## src/rtl/load_store_unit_pkg.sv

```systemverilog
// Shared constants, types and helpers for the load/store unit.
package load_store_unit_pkg;

   localparam int unsigned LSU_WIDTH = 32;
   localparam int unsigned LSU_LANES = 4;
   localparam int unsigned LSU_OFF_W = 2;

   localparam logic [2:0] F3_B  = 3'b000;
   localparam logic [2:0] F3_H  = 3'b001;
   localparam logic [2:0] F3_W  = 3'b010;
   localparam logic [2:0] F3_BU = 3'b100;
   localparam logic [2:0] F3_HU = 3'b101;

   typedef enum logic [1:0] {
      LSU_IDLE = 2'd0,
      LSU_REQ  = 2'd1,
      LSU_DONE = 2'd2
   } lsu_state_e;

   typedef enum logic [1:0] {
      SZ_B = 2'd0,
      SZ_H = 2'd1,
      SZ_W = 2'd2
   } lsu_size_e;

   typedef struct packed {
      logic                 is_store;
      logic [2:0]           funct3;
      logic [LSU_OFF_W-1:0] off;
   } lsu_op_t;

   // Illegal encodings fall back to a full-word access.
   function automatic lsu_size_e f3_size(input logic [2:0] f3);
      case (f3)
         F3_B, F3_BU: return SZ_B;
         F3_H, F3_HU: return SZ_H;
         F3_W:        return SZ_W;
         default:     return SZ_W;
      endcase
   endfunction

   function automatic logic f3_illegal(input logic [2:0] f3);
      return (f3 == 3'b011) || (f3 == 3'b110) || (f3 == 3'b111);
   endfunction

endpackage

```

## src/rtl/lsu_load_align.sv

```systemverilog
// Load lane selection and sign/zero extension of the memory read word.
module lsu_load_align
   import load_store_unit_pkg::*;
(
   input  logic [LSU_OFF_W-1:0] i_off,
   input  logic [2:0]           i_funct3,
   input  logic [LSU_WIDTH-1:0] i_rdata,
   output logic [LSU_WIDTH-1:0] o_data
);

   logic [7:0]  w_byte;
   logic [15:0] w_half;
   logic        w_signed;

   always_comb begin
      w_byte = i_rdata[7:0];
      case (i_off)
         2'd0:    w_byte = i_rdata[7:0];
         2'd1:    w_byte = i_rdata[15:8];
         2'd2:    w_byte = i_rdata[23:16];
         default: w_byte = i_rdata[31:24];
      endcase
   end

   // Halfword lane comes from off[1] only; off[0] is ignored for misaligned halves.
   assign w_half   = i_off[1] ? i_rdata[31:16] : i_rdata[15:0];
   assign w_signed = (i_funct3 == F3_B) || (i_funct3 == F3_H);

   always_comb begin
      o_data = i_rdata;
      case (f3_size(i_funct3))
         SZ_B:    o_data = {{24{w_signed & w_byte[7]}}, w_byte};
         SZ_H:    o_data = {{16{w_signed & w_half[15]}}, w_half};
         default: o_data = i_rdata;
      endcase
   end

endmodule

```

## src/rtl/load_store_unit.sv

```systemverilog
// Memory-access stage: req/ack data-memory transaction with lane steering.
// Optional misalignment/illegal-size trap: define LSU_MISALIGN_TRAP_EN.
module load_store_unit
   import load_store_unit_pkg::*;
#(
   parameter int unsigned WIDTH = LSU_WIDTH
)(
   input  logic                 clk,
   input  logic                 reset,
   input  logic                 start,
   input  logic                 is_store,
   input  logic [2:0]           funct3,
   input  logic [WIDTH-1:0]     addr,
   input  logic [WIDTH-1:0]     wdata,
   output logic                 busy,
   output logic                 done,
   output logic [WIDTH-1:0]     rdata,
   output logic                 fault,
   output logic                 mem_req,
   output logic                 mem_we,
   output logic [WIDTH-1:0]     mem_addr,
   output logic [LSU_LANES-1:0] mem_be,
   output logic [WIDTH-1:0]     mem_wdata,
   input  logic                 mem_ack,
   input  logic [WIDTH-1:0]     mem_rdata
);

   lsu_state_e           r_state, w_state_n;
   lsu_op_t              r_op;
   logic                 r_busy, r_done, r_mem_req, r_mem_we;
   logic [WIDTH-1:0]     r_rdata, r_mem_addr, r_mem_wdata;
   logic [LSU_LANES-1:0] r_mem_be;
   logic [LSU_LANES-1:0] w_be;
   logic [WIDTH-1:0]     w_wdata, w_load_data;
   logic                 w_accept, w_is_store_n, w_trap;

   assign w_accept     = (r_state == LSU_IDLE) && start;
   assign w_is_store_n = w_accept ? is_store : r_op.is_store;

`ifdef LSU_MISALIGN_TRAP_EN
   logic w_misalign;
   logic r_fault;
   always_comb begin
      w_misalign = f3_illegal(funct3);
      case (f3_size(funct3))
         SZ_H:    w_misalign = w_misalign | addr[0];
         SZ_W:    w_misalign = w_misalign | (addr[1:0] != 2'b00);
         default: w_misalign = w_misalign;
      endcase
   end
   assign w_trap = w_accept && w_misalign;
   assign fault  = r_fault;
`else
   assign w_trap = 1'b0;
   assign fault  = 1'b0;
`endif

   // Byte enables and lane-replicated store data from the incoming request.
   always_comb begin
      w_be    = 4'b1111;
      w_wdata = wdata;
      case (f3_size(funct3))
         SZ_B: begin
            w_be    = 4'(4'b0001 << addr[1:0]);
            w_wdata = {4{wdata[7:0]}};
         end
         SZ_H: begin
            w_be    = addr[1] ? 4'b1100 : 4'b0011;
            w_wdata = {2{wdata[15:0]}};
         end
         default: begin
            w_be    = 4'b1111;
            w_wdata = wdata;
         end
      endcase
   end

   always_comb begin
      w_state_n = r_state;
      case (r_state)
         LSU_IDLE: if (start) w_state_n = w_trap ? LSU_DONE : LSU_REQ;
         LSU_REQ:  if (mem_ack) w_state_n = LSU_DONE;
         LSU_DONE: w_state_n = LSU_IDLE;
         default:  w_state_n = LSU_IDLE;
      endcase
   end

   lsu_load_align u_load_align (
      .i_off    (r_op.off),
      .i_funct3 (r_op.funct3),
      .i_rdata  (mem_rdata),
      .o_data   (w_load_data)
   );

   always_ff @(posedge clk or posedge reset) begin
      if (reset) begin
         r_state     <= LSU_IDLE;
         r_op        <= '0;
         r_busy      <= 1'b0;
         r_done      <= 1'b0;
         r_mem_req   <= 1'b0;
         r_mem_we    <= 1'b0;
         r_rdata     <= '0;
         r_mem_addr  <= '0;
         r_mem_be    <= '0;
         r_mem_wdata <= '0;
      end else begin
         r_state   <= w_state_n;
         r_busy    <= (w_state_n != LSU_IDLE);
         r_done    <= (w_state_n == LSU_DONE);
         r_mem_req <= (w_state_n == LSU_REQ);
         r_mem_we  <= (w_state_n == LSU_REQ) && w_is_store_n;
         if (w_accept) begin
            r_op        <= '{is_store: is_store, funct3: funct3, off: addr[1:0]};
            r_mem_addr  <= {addr[WIDTH-1:2], 2'b00};
            r_mem_be    <= w_be;
            r_mem_wdata <= w_wdata;
         end
         if ((r_state == LSU_REQ) && mem_ack && !r_op.is_store)
            r_rdata <= w_load_data;
      end
   end

`ifdef LSU_MISALIGN_TRAP_EN
   always_ff @(posedge clk or posedge reset) begin
      if (reset) r_fault <= 1'b0;
      else       r_fault <= w_trap;
   end
`endif

   assign busy      = r_busy;
   assign done      = r_done;
   assign rdata     = r_rdata;
   assign mem_req   = r_mem_req;
   assign mem_we    = r_mem_we;
   assign mem_addr  = r_mem_addr;
   assign mem_be    = r_mem_be;
   assign mem_wdata = r_mem_wdata;

endmodule

```

## config.mk

```make
export PLATFORM = sky130hd
export DESIGN_NAME = load_store_unit
export DESIGN_NICKNAME = d
export VERILOG_FILES = /design/src/rtl/load_store_unit_pkg.sv /design/src/rtl/lsu_load_align.sv /design/src/rtl/load_store_unit.sv
export SDC_FILE = /design/constraint.sdc
export NUM_CORES = 1
export LEC_CHECK = 0
export ABC_CLOCK_PERIOD_IN_PS = 3600
export BUFFER_PORTS_ARGS = -buffer_cell sky130_fd_sc_hd__buf_4
export CAP_MARGIN = 15
export CORE_ASPECT_RATIO = 1.25
export CORE_MARGIN = 5
export CORE_UTILIZATION = 48
export DETAILED_ROUTE_END_ITERATION = 10
export HOLD_SLACK_MARGIN = 0.03
export PLACE_DENSITY_LB_ADDON = 0.3
export SYNTH_ARGS = -nofsm -noshare
export SYNTH_HDL_FRONTEND = slang
export SYNTH_SLANG_ARGS = --single-unit
export TNS_END_PERCENT = 30
```

## constraint.sdc

```tcl
create_clock -name clk -period 3.6 [get_ports clk]
set_input_delay 0.36 -clock clk [delete_from_list [all_inputs] [get_ports clk]]
set_output_delay 0.36 -clock clk [all_outputs]
set_load 0.02 [all_outputs]
```

== Word level (Yosys, flattened, before mapping) ==
Cells that the tools add are included.

* Bits of input ports: 104
* Register bits after elaboration: 110

* Bitwise gates (word level): 2
* Mux-type cells: 12
* Equality and inequality tests: 13
* Reduce and logical (&&, ||, !) cells: 17
* Shift-type cells: 1

{| class="wikitable"
|+ Operator list
! kind !! count
|-
| $pmux 32 s2 || 2
|-
| $pmux 8 s3 || 1
|-
| $mux 16 || 1
|-
| $eq 3x3->1 const B || 4
|-
| $pmux 2 s2 || 3
|-
| $eq 2x1->1 const B || 5
|-
| $logic_not 2->1 || 4
|-
| $pmux 4 s2 || 1
|-
| $reduce_or 2->1 || 4
|-
| $eq 3x1->1 const B || 2
|-
| $logic_not 3->1 || 2
|-
| $eq 2x2->1 const B || 2
|-
| $logic_and 1x1->1 || 4
|-
| $mux 2 || 2
|-
| $mux 4 || 1
|-
| $shl 1x2->4 const A || 1
|-
| $and 1x1->1 || 2
|-
| $reduce_bool 2->1 || 1
|-
| $logic_not 1->1 || 1
|-
| $logic_or 1x1->1 || 1
|-
| $mux 1 || 1
|}

== Depth between registers and ports, before layout ==
* Depth after elaboration: 5
* Gate-level depth with buffers: 7
* Gate-level depth less buffers: 4

== Hierarchy ==
A second synthesis with hierarchy kept.

* Cell total of the unflattened synthesis: 447
* Area total of the unflattened synthesis: 5049.8 µm²

{| class="wikitable"
|+ Modules (own cells, without submodules)
! module !! times used !! area each (µm²) !! sequential area each (µm²) !! cells each
|-
| load_store_unit || 1 || 4383.0 || 2752.6 || 320
|-
| lsu_load_align || 1 || 666.9 || 0.0 || 127
|}

== Least setup slack after synthesis ==
OpenSTA, ideal clock, no wires.

* Path kind: register to register
* Start point: reg r_op[2] (netlist name)
* End point: reg r_rdata[1], in the netlist rdata[1]
* Required time: 3.477 ns
* Data arrival time: 1.300 ns
* Cell stages (with the launch flop): 7
* Buffers on the path: 2
* Setup slack: 2.177 ns
* Cells stage by stage: dfrtp_1 > nor2b_1 > buf_2 > buf_4 > mux2_2 > o22ai_1 > o21ai_1

* Longest elaborated chain between the ends: 5

{| class="wikitable"
|+ RTL lines
! element !! line !! source
|-
| from (decl) || load_store_unit.sv:29 || <nowiki>lsu_op_t r_op;</nowiki>
|-
| from (signal assigned) || load_store_unit.sv:114 || <nowiki>r_op <= '{is_store: is_store, funct3: funct3, off: addr[1:0]};</nowiki>
|-
| $eq 3x3->1 (tied with other cells) || load_store_unit_pkg.sv:34 || <nowiki>case (f3)</nowiki>
|-
| $reduce_or 2->1 || load_store_unit_pkg.sv:34 ||
|-
| $pmux 2 s2 * || load_store_unit_pkg.sv:34 ||
|-
| $eq 2x1->1 or $logic_not 2->1 (tied branches) || lsu_load_align.sv:31 || <nowiki>case (f3_size(i_funct3))</nowiki>
|-
| $pmux 32 s2 * || lsu_load_align.sv:31 ||
|-
| to (signal assigned) || load_store_unit.sv:120 || <nowiki>r_rdata <= w_load_data;</nowiki>
|-
| to (decl) || load_store_unit.sv:31 || <nowiki>logic [WIDTH-1:0] r_rdata, r_mem_addr, r_mem_wdata;</nowiki>
|}

Mark *: on every way between the ends. The rest lies on a longest branch, timed or not.
A chain may end at the register's enable or synchronous reset.

== Worst setup path in the final report ==
* Start point: reg r_op[3] (netlist name)
* End point: reg r_rdata[15], in the netlist rdata[15]

* Longest elaborated chain between the ends: 5

{| class="wikitable"
|+ RTL lines
! element !! line
|-
| $eq 3x3->1 (tied with other cells) || load_store_unit_pkg.sv:34
|-
| $reduce_or 2->1 || load_store_unit_pkg.sv:34
|-
| $pmux 2 s2 || load_store_unit_pkg.sv:34
|-
| $eq 2x1->1 or $logic_not 2->1 (tied branches) || lsu_load_align.sv:31
|-
| $pmux 32 s2 * || lsu_load_align.sv:31
|}

Marked as above.

==> results_dict.tcl <==
set metrics [dict create \
    synthArstFlopShare_pct 100 \
    worstSetupStartpoint "r_op[3]" \
    drive_gt1_share_pct 34.2 \
    post-dp-hpwl_um 11400 \
    route.detailed.drc 0 \
    synth_area_leader_cell "dfrtp_1" \
    ios 209 \
    synth_common_cells "159 x nand2_1, 110 x dfrtp_1, 45 x nor2_1, 44 x a21oi_1, 37 x o21ai_0" \
    hold_class "primary input to async pin" \
    ys_warn_count 0 \
    ir_drop_v 0.000332 \
    finalNetCount 829 \
    synth_seq_cells 110 \
    yosysMostFrequentCell "nand2_1" \
    wl_per_cell_um 17.6 \
    worst_pin_slew_ns 1.18 \
    cp.required_ns 3.82 \
    cts_setup_buffers 0 \
    relSlewSlack_pct 21.6 \
    track_usage_pct 24.3 \
    max-cap-violations 0 \
    critical_path.top_delay_family "flip-flops" \
    rows 41 \
    fillCellCount 843 \
    finalSetupViolCount 0 \
    antenna_found_initial 0 \
    leakage_nw 3.47 \
    r2r_start "r_op[3]" \
    drtPass1Iterations 6 \
    synth_edf_count 0 \
    start_util_pct 49.4 \
    synth_top_flop_cell "dfrtp_1" \
    grt_max_degree 55 \
    clock_sinks 110 \
    slowest_delay_ns 1.05 \
    syn_area_per_cell_um2 9.26 \
    fin_worst_skew_ns 0.00890 \
    multi_input_area_um2 2030 \
    place_congestion 0.896 \
    cp_slowest_cell "dfrtp_1" \
    portBuffers 205 \
    rsz0062_at_grt "false" \
    synthCells 542 \
    avgViaCountPerCell 5.36 \
    max_freq_mhz 452 \
    pwr_density_cell_nw_per_um2 718 \
    grt.overflow.total 0 \
    critical_path_class "flip-flop to flip-flop" \
    topRoutingLayerUsed "met4" \
    ys_types 37 \
    route.met2.wl_um 7510 \
    hold_buffers 0 \
    worstPathArrival_ns 2.43 \
    worst-path-buf-inv 0 \
    dr_wl_met3_um 1720 \
    core_area_um2 10200 \
    setup_tns_ns 0 \
    yosysTopAreaCellShare_pct 54.9 \
    synth_area_leaders "dfrtp_1 55%, nand2_1 12%, mux2i_1 5.6%, a21oi_1 4.4%, o21ai_0 3.7%" \
    slew_viol_final 0 \
    cp_max_fo 31 \
    yosysSeqAreaShare_pct 54.9 \
    diodes 0 \
    cts_resized 0 \
    worstPathCellList "nor2b_1 > a22o_1 > a221oi_1 > a21oi_1" \
    status "completed" \
    die_w_um 101 \
    mappedNetlistArea_um2 5020 \
    post-route-min-period_ns 2.21 \
    seqCellArea_um2 2750 \
    die_area_um2 12600 \
    cts_made_buffers 9 \
    area_growth_pct 36.5 \
    wl_um 15100 \
    grt_first_pass_wirelength_um 24400 \
    num_vias 4606 \
    ant_nets 0 \
    worstSetupEndpointType "flip-flop" \
    cts_max_level 3 \
    die-height_um 124 \
    path_clk_slew_ns 0.07 \
    cts_tree "built" \
    drt_iter0_drc 241 \
    hold_viol 0 \
    startpoint_type "flip-flop" \
    grt_pass1_vias 4710 \
    period_share_pct 61.5 \
    clock_latency_ns 0.34 \
    cts_buffer_depth 2 \
    drt-met1-wl_um 5480 \
    cts_root_buffer "clkbuf_16" \
    finalPower_mw 4.92 \
]
==> flip-flops by register name, indices dropped and copies added (netlist names) <==
| register | count |
|---|---|
| mem_be | 4 |
| rdata | 32 |
| done | 1 |
| r_op | 6 |
| mem_we | 1 |
| r_state | 2 |
| mem_req | 1 |
| mem_wdata | 32 |
| busy | 1 |
| mem_addr | 30 |
==> cells by family (layout without fill, tap and decap cells) <==
| family | after synthesis | after routing | share of synthesized area [%] |
|---|---|---|---|
| compound gates | 129 | 129 | 15.4 |
| simple gates | 221 | 221 | 17.6 |
| buf+inv | 46 | 232 | 4.81 |
| flops | 110 | 110 | 54.9 |
| mux | 35 | 35 | 7.23 |
| other cells | 1 | 3 | 0.0747 |
==> area by class of cell <==
class,count,area share (%)
Timing Repair Buffer,211,23.1
Inverter,5,0.311
Sequential cell,110,40.2
Clock buffer,10,3.49
Multi-Input combinational cell,388,29.7
Tap cell,129,2.36
Clock inverter,6,0.804
==> worst paths after layout <==
| kind | to | slack (ns) | depth (start not counted) |
|---|---|---|---|
| min in group clk | mem_addr[27] | 0.20 | 3 |
| max reg2reg | rdata[15] | 1.39 | 4 |
| max | rdata[15] | 1.39 | 4 |
| max in group asynchronous | rdata[13] | 2.57 | 3 |
| min reg2reg | mem_wdata[2] | 0.48 | 2 |
| min | mem_addr[27] | 0.12 | 2 |
==> layout by cell type, fill, tap and decap left out, types with 2 or more instances in the layout <==
cell type | synthesis | final
buf_4 | 5 | 211
mux2i_1 | 28 | 28
nor2_1 | 45 | 45
nand2_1 | 159 | 158
o21ai_1 | 4 | 4
a221oi_1 | 2 | 2
nor2b_1 | 3 | 3
dfrtp_1 | 110 | 110
o22a_1 | 7 | 7
a31oi_1 | 11 | 11
a21oi_1 | 44 | 44
inv_1 | 4 | 3
a22o_1 | 2 | 2
mux2_2 | 6 | 6
clkinvlp_4 | 0 | 2
a32oi_1 | 6 | 6
clkinv_4 | 0 | 2
o22ai_1 | 6 | 6
clkbuf_16 | 0 | 9
nand2b_1 | 3 | 3
o22ai_2 | 2 | 2
nand2_2 | 2 | 3
conb_1 | 1 | 3
a21oi_2 | 6 | 6
o21ai_0 | 37 | 37
inv_8 | 0 | 2
==> report_power, final <==
group          internal [mW]  total, mW  leakage, nW  switching [mW]
logic                  0.853       2.01         2.00            1.16
clock network          0.501      0.962        0.139           0.461
registers               1.64       1.94         1.33           0.300
==> metrics by stage <==
step / setup WS, ns / util [%] / area, µm² / hold slack, ns / cells
after floorplan: 0.338 / - / 5020 / 0.447 / 544
after global placement: 1.59 / 64.5 / 6550 / 0.460 / 843
after detailed placement: 1.44 / 64.5 / 6550 / 0.464 / 843
after CTS: 1.44 / 67.4 / 6850 / 0.138 / 859
after global routing: 1.24 / 67.4 / 6850 / 0.164 / 859
final: 1.39 / 67.4 / 6850 / 0.124 / 859
==> per-layer routing <==
| metal | GRT usage (%) | vias up |
|---|---|---|
| li1 | - | 2184 |
| met1 | 29.2 | 2132 |
| met2 | 39.9 | 262 |
| met3 | 9.13 | 28 |
| met4 | 7.90 | 0 |
| met5 | 0 | - |
Power figures use the tool's default switching activity.
